<file path="src/rtl/uart_pkg.sv">
// Shared constants, FSM encoding and nibble-to-ASCII helper for the hex
// formatter.
`timescale 1ns/1ps
package uart_pkg;

  localparam logic [7:0] ASCII_CR = 8'h0D;
  localparam logic [7:0] ASCII_LF = 8'h0A;
  localparam logic [7:0] ASCII_0  = 8'h30;
  localparam logic [7:0] ASCII_A  = 8'h41;

  typedef enum logic [1:0] {
    ST_IDLE,
    ST_HEX,
    ST_CR,
    ST_LF
  } fmt_state_e;

  // Uppercase hex digit for one nibble.
  function automatic logic [7:0] hex_ascii(input logic [3:0] nib);
    if (nib < 4'd10) hex_ascii = ASCII_0 + {4'h0, nib};
    else             hex_ascii = ASCII_A + {4'h0, nib} - 8'd10;
  endfunction

endpackage

</file>
<file path="src/rtl/uart_hex_fmt_if.sv">
// Word input and character output handshake of the hex formatter.
`timescale 1ns/1ps
interface uart_hex_fmt_if;
  logic        in_valid;
  logic        in_ready;
  logic [31:0] in_data;
  logic        tx_req;
  logic [7:0]  tx_data;
  logic        tx_ready;
  logic        busy;

  modport master (
    output in_valid, in_data, tx_ready,
    input  in_ready, tx_req, tx_data, busy
  );

  modport slave (
    input  in_valid, in_data, tx_ready,
    output in_ready, tx_req, tx_data, busy
  );
endinterface

</file>
<file path="src/rtl/sync_fifo.sv">
// Single-clock FIFO with registered full/empty flags.
`timescale 1ns/1ps
module sync_fifo #(
  parameter int unsigned WIDTH = 32,
  parameter int unsigned DEPTH = 4
) (
  input  logic             clk,
  input  logic             rst,
  input  logic             push_i,
  input  logic             pop_i,
  input  logic [WIDTH-1:0] din_i,
  output logic [WIDTH-1:0] dout_o,
  output logic             full_o,
  output logic             empty_o
);
  localparam int unsigned AW = $clog2(DEPTH);
  localparam int unsigned CW = AW + 1;

  logic [WIDTH-1:0] mem_q [DEPTH];
  logic [AW-1:0]    wptr_q, rptr_q;
  logic [CW-1:0]    cnt_q, cnt_d;
  logic             full_q, empty_q;
  logic             do_push, do_pop;

  assign do_push = push_i && !full_q;
  assign do_pop  = pop_i && !empty_q;

  // Occupancy after this cycle's push/pop; both together leave it unchanged.
  always_comb begin
    cnt_d = cnt_q;
    case ({do_push, do_pop})
      2'b10:   cnt_d = cnt_q + 1'b1;
      2'b01:   cnt_d = cnt_q - 1'b1;
      default: cnt_d = cnt_q;
    endcase
  end

  // Pointers wrap naturally because DEPTH is a power of two. full resets to 1
  // so the write side stays closed until the first edge after reset.
  always_ff @(posedge clk or posedge rst) begin
    if (rst) begin
      wptr_q  <= '0;
      rptr_q  <= '0;
      cnt_q   <= '0;
      full_q  <= 1'b1;
      empty_q <= 1'b1;
    end else begin
      if (do_push) wptr_q <= wptr_q + 1'b1;
      if (do_pop)  rptr_q <= rptr_q + 1'b1;
      cnt_q   <= cnt_d;
      full_q  <= (cnt_d == CW'(DEPTH));
      empty_q <= (cnt_d == '0);
    end
  end

  // Storage array, no reset needed.
  always_ff @(posedge clk) begin
    if (do_push) mem_q[wptr_q] <= din_i;
  end

  assign dout_o  = mem_q[rptr_q];
  assign full_o  = full_q;
  assign empty_o = empty_q;
endmodule

</file>
<file path="src/rtl/uart_hex_fmt.sv">
// Prints buffered 32-bit words as 8 uppercase hex characters (optionally
// followed by CR LF) through a request/acknowledge character port.
`timescale 1ns/1ps
module uart_hex_fmt
  import uart_pkg::*;
#(
  parameter int unsigned FIFO_DEPTH  = 4,
  parameter bit          APPEND_CRLF = 1'b1
) (
  input logic           clk,
  input logic           reset,
  uart_hex_fmt_if.slave bus
);
  fmt_state_e  state_q, state_d;
  logic [2:0]  idx_q, idx_d;
  logic [31:0] word_q, word_d;
  logic        req_q, req_d;
  logic [7:0]  data_q, data_d;
  logic [7:0]  chr_d;
  logic [3:0]  nib_d;
  logic        take;
  logic        pop;
  logic        in_ready;
  logic [31:0] fifo_dout;
  logic        fifo_full, fifo_empty;

  assign in_ready = !fifo_full;

  sync_fifo #(
    .WIDTH(32),
    .DEPTH(FIFO_DEPTH)
  ) u_fifo (
    .clk    (clk),
    .rst    (reset),
    .push_i (bus.in_valid && in_ready),
    .pop_i  (pop),
    .din_i  (bus.in_data),
    .dout_o (fifo_dout),
    .full_o (fifo_full),
    .empty_o(fifo_empty)
  );

  // An acknowledge only counts while a character is actually being offered.
  assign take = bus.tx_ready && req_q;

  // Next state: load a word from the FIFO, then step through its characters.
  always_comb begin
    state_d = state_q;
    idx_d   = idx_q;
    word_d  = word_q;
    pop     = 1'b0;
    case (state_q)
      ST_IDLE: begin
        if (!fifo_empty) begin
          pop     = 1'b1;
          word_d  = fifo_dout;
          idx_d   = '0;
          state_d = ST_HEX;
        end
      end
      ST_HEX: begin
        if (take) begin
          if (idx_q != 3'd7) idx_d = idx_q + 3'd1;
          else               state_d = APPEND_CRLF ? ST_CR : ST_IDLE;
        end
      end
      ST_CR:   if (take) state_d = ST_LF;
      ST_LF:   if (take) state_d = ST_IDLE;
      default: state_d = ST_IDLE;
    endcase
  end

  // Nibble (7 - idx) is the MSB-first digit; ~idx equals 7 - idx on 3 bits.
  assign nib_d = word_q[{~idx_d, 2'b00} +: 4];

  // Registered character: held back one cycle after the pop, then it tracks
  // the next state so a new character appears on the edge the old one is taken.
  always_comb begin
    req_d = (state_q != ST_IDLE) && (state_d != ST_IDLE);
    case (state_d)
      ST_HEX:  chr_d = hex_ascii(nib_d);
      ST_CR:   chr_d = ASCII_CR;
      ST_LF:   chr_d = ASCII_LF;
      default: chr_d = data_q;
    endcase
    data_d = req_d ? chr_d : data_q;
  end

  // State and output registers.
  always_ff @(posedge clk or posedge reset) begin
    if (reset) begin
      state_q <= ST_IDLE;
      idx_q   <= '0;
      word_q  <= '0;
      req_q   <= 1'b0;
      data_q  <= '0;
    end else begin
      state_q <= state_d;
      idx_q   <= idx_d;
      word_q  <= word_d;
      req_q   <= req_d;
      data_q  <= data_d;
    end
  end

  assign bus.in_ready = in_ready;
  assign bus.tx_req   = req_q;
  assign bus.tx_data  = data_q;
  assign bus.busy     = !fifo_empty || (state_q != ST_IDLE);
endmodule

</file>
<file path="src/flat_wrapper.sv">
// flat-port wrapper written by rule: the top's interface ports become plain ports
module uart_hex_fmt_flat import uart_pkg::*;
#(
  parameter int unsigned FIFO_DEPTH  = 4,
  parameter bit          APPEND_CRLF = 1'b1
)
  (clk, reset, bus_in_valid, bus_in_data, bus_tx_ready, bus_in_ready, bus_tx_req, bus_tx_data, bus_busy);
  uart_hex_fmt_if bus_i ();
  input logic clk;
  input logic reset;
  input wire logic [$bits(bus_i.in_valid)-1:0] bus_in_valid;
  input wire logic [$bits(bus_i.in_data)-1:0] bus_in_data;
  input wire logic [$bits(bus_i.tx_ready)-1:0] bus_tx_ready;
  output wire logic [$bits(bus_i.in_ready)-1:0] bus_in_ready;
  output wire logic [$bits(bus_i.tx_req)-1:0] bus_tx_req;
  output wire logic [$bits(bus_i.tx_data)-1:0] bus_tx_data;
  output wire logic [$bits(bus_i.busy)-1:0] bus_busy;
  assign bus_i.in_valid = bus_in_valid;
  assign bus_i.in_data = bus_in_data;
  assign bus_i.tx_ready = bus_tx_ready;
  assign bus_in_ready = bus_i.in_ready;
  assign bus_tx_req = bus_i.tx_req;
  assign bus_tx_data = bus_i.tx_data;
  assign bus_busy = bus_i.busy;
  uart_hex_fmt #(.FIFO_DEPTH(FIFO_DEPTH), .APPEND_CRLF(APPEND_CRLF)) u_core (.clk(clk), .reset(reset), .bus(bus_i));
endmodule
</file>
<file path="config.mk">
export PLATFORM = sky130hd
export DESIGN_NAME = uart_hex_fmt_flat
export DESIGN_NICKNAME = d
export VERILOG_FILES = /design/src/rtl/uart_pkg.sv /design/src/rtl/uart_hex_fmt_if.sv /design/src/rtl/sync_fifo.sv /design/src/rtl/uart_hex_fmt.sv /design/src/flat_wrapper.sv
export SDC_FILE = /design/constraint.sdc
export NUM_CORES = 1
export LEC_CHECK = 0
export BUFFER_PORTS_ARGS = -buffer_cell sky130_fd_sc_hd__buf_4
export CORE_ASPECT_RATIO = 1.2
export CORE_MARGIN = 8
export CORE_UTILIZATION = 46
export DETAILED_ROUTE_END_ITERATION = 10
export SLEW_MARGIN = 20
export SYNTH_ARGS = -nofsm -noshare
export SYNTH_HDL_FRONTEND = slang
export SYNTH_SLANG_ARGS = --single-unit
</file>
<file path="constraint.sdc">
create_clock -name clk -period 3.7 [get_ports clk]
set_input_delay 0.185 -clock clk [delete_from_list [all_inputs] [get_ports clk]]
set_output_delay 0.185 -clock clk [all_outputs]
set_load 0.005 [all_outputs]
</file>
==> Implementation_results.wiki <==
{| class="wikitable"
! Metric !! Value
|-
| Result of the run || completed
|-
| Largest area contributor in the netlist || sky130_fd_sc_hd__edfxtp_1
|-
| Biggest area contributors in the synthesized netlist || sky130_fd_sc_hd__edfxtp_1 (50%), sky130_fd_sc_hd__dfrtp_1 (17%), sky130_fd_sc_hd__mux4_2 (9.4%)
|-
| Total track usage || 15.85%
|-
| Post-synth EDFFs || 128
|-
| Final setup violation count || 0
|-
| Clock root cell || sky130_fd_sc_hd__clkbuf_16
|-
| Worst hold path class || in -> reg
|-
| Setup repair after global routing missed its margin || false
|-
| Final period demand of the worst path || 3.317 ns
|-
| CTS H-tree lvls || 4
|-
| Insertion delay of the later-clocked pin in the worst-skew pair || 0.43 ns
|-
| Number of cells on the worst reg-to-reg path || 10
|-
| Combined area of all synthesized cells || 7656 sq um
|-
| Highest achievable clock rate || 301.5 MHz
|-
| Reg-to-reg endpoint || u_core.bus.tx_data[4]$_DFFE_PP0P_
|-
| Number of antenna violations at the first check in global routing || 0
|-
| Leakage power figure || 3.409 nW
|-
| Max-cap violations || 0
|-
| Count leader, synth || sky130_fd_sc_hd__edfxtp_1
|-
| Floorplan core area || 16270 sq um
|-
| Origin of the critical flop-to-flop path || u_core.idx_q[0]$_DFF_PP0_
|-
| Worst-path fanout max || 12
|-
| Final instance count without filler cells || 812
|-
| Setup TNS || 0 ns
|-
| Sequential element share of the synthesized area || 67.89%
|-
| Hold Violations, Final || 0
|-
| Sort of element at the end of the critical path || flop
|-
| Most instantiated flip-flop cell in the synthesis netlist || sky130_fd_sc_hd__edfxtp_1
|-
| Multi-input gate area || 2233 sq um
|-
| Count of vias placed by the detailed router || 4511
|-
| Effective utilization at floorplan || 47.05%
|-
| Final Max Slew Viols || 0
|-
| Vias in the first global route || 4763
|-
| Final wirelength || 15770 um
|-
| DRC Markers || 0
|-
| Post-Synthesis Mean Instance Area || 15.04 sq um
|-
| Ratio of final minimum period to clock period || 89.64%
|-
| Unique masters post-synth || 70
|-
| Nets in the synthesized netlist || 553
|-
| P&R area growth vs syn || 18.94%
|-
| Worst Clk Skew || 0.01594 ns
|-
| Core Rows || 51
|-
| # placed instances || 747
|-
| Worst Hold Launch || bus_in_valid
|-
| Number of DRC violations after detailed-routing iteration 0 || 258
|-
| Synth Instances || 509
|-
| Peak supply drop || 0.0003788 V
|-
| Post-detail-place hpwl || 9968 um
|-
| Floorplan die area || 21050 sq um
|-
| Portion of synthesized cell area occupied by the leading cell type || 50.20%
|-
| Startpoint class of the critical path || flop
|-
| Flip-flop and latch area || 5200 sq um
|-
| Hold depth || 3
|-
| Port Buffer Count || 45
|-
| Total gr overflow || 0
|-
| FF+latch count, synth || 182
|-
| CP Data Required Time || 4.01 ns
|-
| Top cell types by occurrence after synthesis || sky130_fd_sc_hd__edfxtp_1 (128), sky130_fd_sc_hd__nand2_1 (91), sky130_fd_sc_hd__dfrtp_1 (52)
|-
| Hold Path Sink || u_core.u_fifo.wptr_q[0]$_DFFE_PP0P_
|-
| Routed WL per cell || 19.42 um
|-
| Slack of the worst reg-to-reg path || 0.38 ns
|-
| Clock buffer depth || 2
|-
| Vertical extent of the die || 157.3 um
|-
| Worst Setup Path Type || reg -> reg
|-
| Share of synthesized registers carrying an async set or reset || 29.67%
|-
| DR pass1 iterations || 5
|-
| Share of post-route cells with drive strength above 1 || 23.33%
|-
| Arrival time at the worst endpoint || 3.62 ns
|-
| Final #Nets || 631
|-
| Pin count of the biggest net entering global routing || 55
|-
| CTS tree || yes
|-
| DR vias/cell || 5.555
|-
| Die X || 133.8 um
|-
| P per Cell Area || 860.1 nW/um^2
|-
| Remaining antenna violation count || 0
|-
| Weighted congestion reported at the end of routability-driven placement || 0.8494
|-
| Clock-pin slew on the worst setup and hold paths || 0.07 ns
|-
| Clock sink total || 182
|-
| Least-Margin Pin Slew || 0.9227 ns
|-
| Slew headroom || 38.48%
|-
| Cts bufs inserted || 17
|-
| Warning count from the yosys run || 0
|-
| Antenna cells || 0
|-
| Wire length of the first global-routing pass || 25520 um
|-
| Number of fill cells in the layout || 1309
|-
| Count of boundary I/O pins || 47
|-
| Count of buffers added by post-CTS timing repair for setup || 0
|}
==> cell usage in the layout (no fill, tap or decap), drive strengths merged, types with 3 or more instances in the layout <==
cell type / instances
edfxtp: 128
nand2: 93
buf: 53
dfrtp: 52
dlygate4sd3: 33
mux4: 32
o21ai: 25
inv: 25
clkbuf: 17
a21oi: 12
nor2: 9
mux2i: 7
ha: 7
o31ai: 7
and2: 7
clkinv: 7
o22ai: 5
o211ai: 5
a211oi: 5
xnor2: 4
nor2b: 3
nand3: 3
a31oi: 3
o2111ai: 3
a22o: 3
a2111oi: 3
clkinvlp: 3
nor4: 3
o31a: 3
==> repair_timing <==
action,CTS,global route
endpoints found under the hold margin,180,0
resized for setup,0,0
hold buffers,33,0
==> sequential cells by signal, summed over array words and instances (netlist names) <==
name                   cells
u_core.u_fifo.mem_q      128
u_core.word_q             32
u_core.bus.tx_data         7
u_core.idx_q               3
u_core.u_fifo.cnt_q        3
u_core.state_q             2
u_core.u_fifo.rptr_q       2
u_core.u_fifo.wptr_q       2
u_core.bus.tx_req          1
u_core.u_fifo.empty_o      1
u_core.u_fifo.full_o       1
==> critical path: stages (launching register included) <==
cell and delay, ns:
sky130_fd_sc_hd__dfrtp_1 0.54, sky130_fd_sc_hd__ha_1 0.31, sky130_fd_sc_hd__and2_4 0.20, sky130_fd_sc_hd__nor3_1 0.62, sky130_fd_sc_hd__a2111oi_0 0.23, sky130_fd_sc_hd__a32oi_1 0.28, sky130_fd_sc_hd__o211ai_1 0.20, sky130_fd_sc_hd__ha_1 0.24
sky130_fd_sc_hd__a311oi_1 0.21, sky130_fd_sc_hd__o22ai_1 0.13, sky130_fd_sc_hd__a22o_1 0.22
==> layer usage <==
layer | vias up | wire length, um | global-route usage, %
met5 | - | 0 | 0
met4 | 0 | 328 | 6.481
met3 | 18 | 712 | 3.508
met2 | 136 | 7984 | 26.94
met1 | 2281 | 6741 | 19.23
li1 | 2076 | - | -
==> cells by family after synthesis <==
| kind of cell | synth area share, % |
|---|---|
| buf+inv | 2.941 |
| mux | 10.48 |
| fa+ha+maj | 1.405 |
| other cells | 0.04898 |
| flops | 67.89 |
| compound gates | 8.695 |
| simple gates | 7.861 |
| xor+xnor | 0.6864 |
==> power by group <==
group / switching (mW) / internal [mW] / leakage (nW)
combinational: 1.64 / 1.25 / 1.30
sequential: 0.353 / 2.78 / 1.82
clock: 0.800 / 1.01 / 0.284
total: 2.79 / 5.04 / 3.41
==> worst max-delay path by stage <==
| stage | from | slack (ns) | endpoint |
|---|---|---|---|
| floorplan | u_core.idx_q[0]$_DFF_PP0_ | 1.02 | u_core.bus.tx_data[4]$_DFFE_PP0P_ |
| global placement | u_core.idx_q[0]$_DFF_PP0_ | 0.66 | u_core.bus.tx_data[4]$_DFFE_PP0P_ |
| detailed placement | u_core.idx_q[0]$_DFF_PP0_ | 0.53 | u_core.bus.tx_data[4]$_DFFE_PP0P_ |
| CTS | u_core.idx_q[0]$_DFF_PP0_ | 0.52 | u_core.bus.tx_data[4]$_DFFE_PP0P_ |
| global route | u_core.state_q[1]$_DFF_PP0_ | 0.18 | u_core.bus.tx_data[4]$_DFFE_PP0P_ |
| finish | u_core.idx_q[0]$_DFF_PP0_ | 0.38 | u_core.bus.tx_data[4]$_DFFE_PP0P_ |
==> metrics by stage <==
step                      hold slack [ns]  util [%]  instance area, sq um  power [mW]  worst slack [ns]
after floorplan                    0.2839         -                  7656       5.246             1.018
after global placement             0.3839     50.27                  8180       5.990            0.6607
final                              0.2472     55.96                  9106       7.832            0.3832
after global routing               0.2602     55.96                  9106       8.325            0.1788
after detailed placement           0.3869     50.27                  8180       6.029            0.5336
after CTS                          0.2420     55.96                  9106       7.874            0.5156
==> cell type report <==
cell class,instances,share of cell area [%]
flip-flops and latches,182,57.10
multi-input cells,278,24.53
repair buffers,86,7.997
clock buffers,17,4.672
well taps,212,2.913
clock inverters,15,1.869
inverters,22,0.9206
No activity file was read; power rests on OpenSTA's default activity.
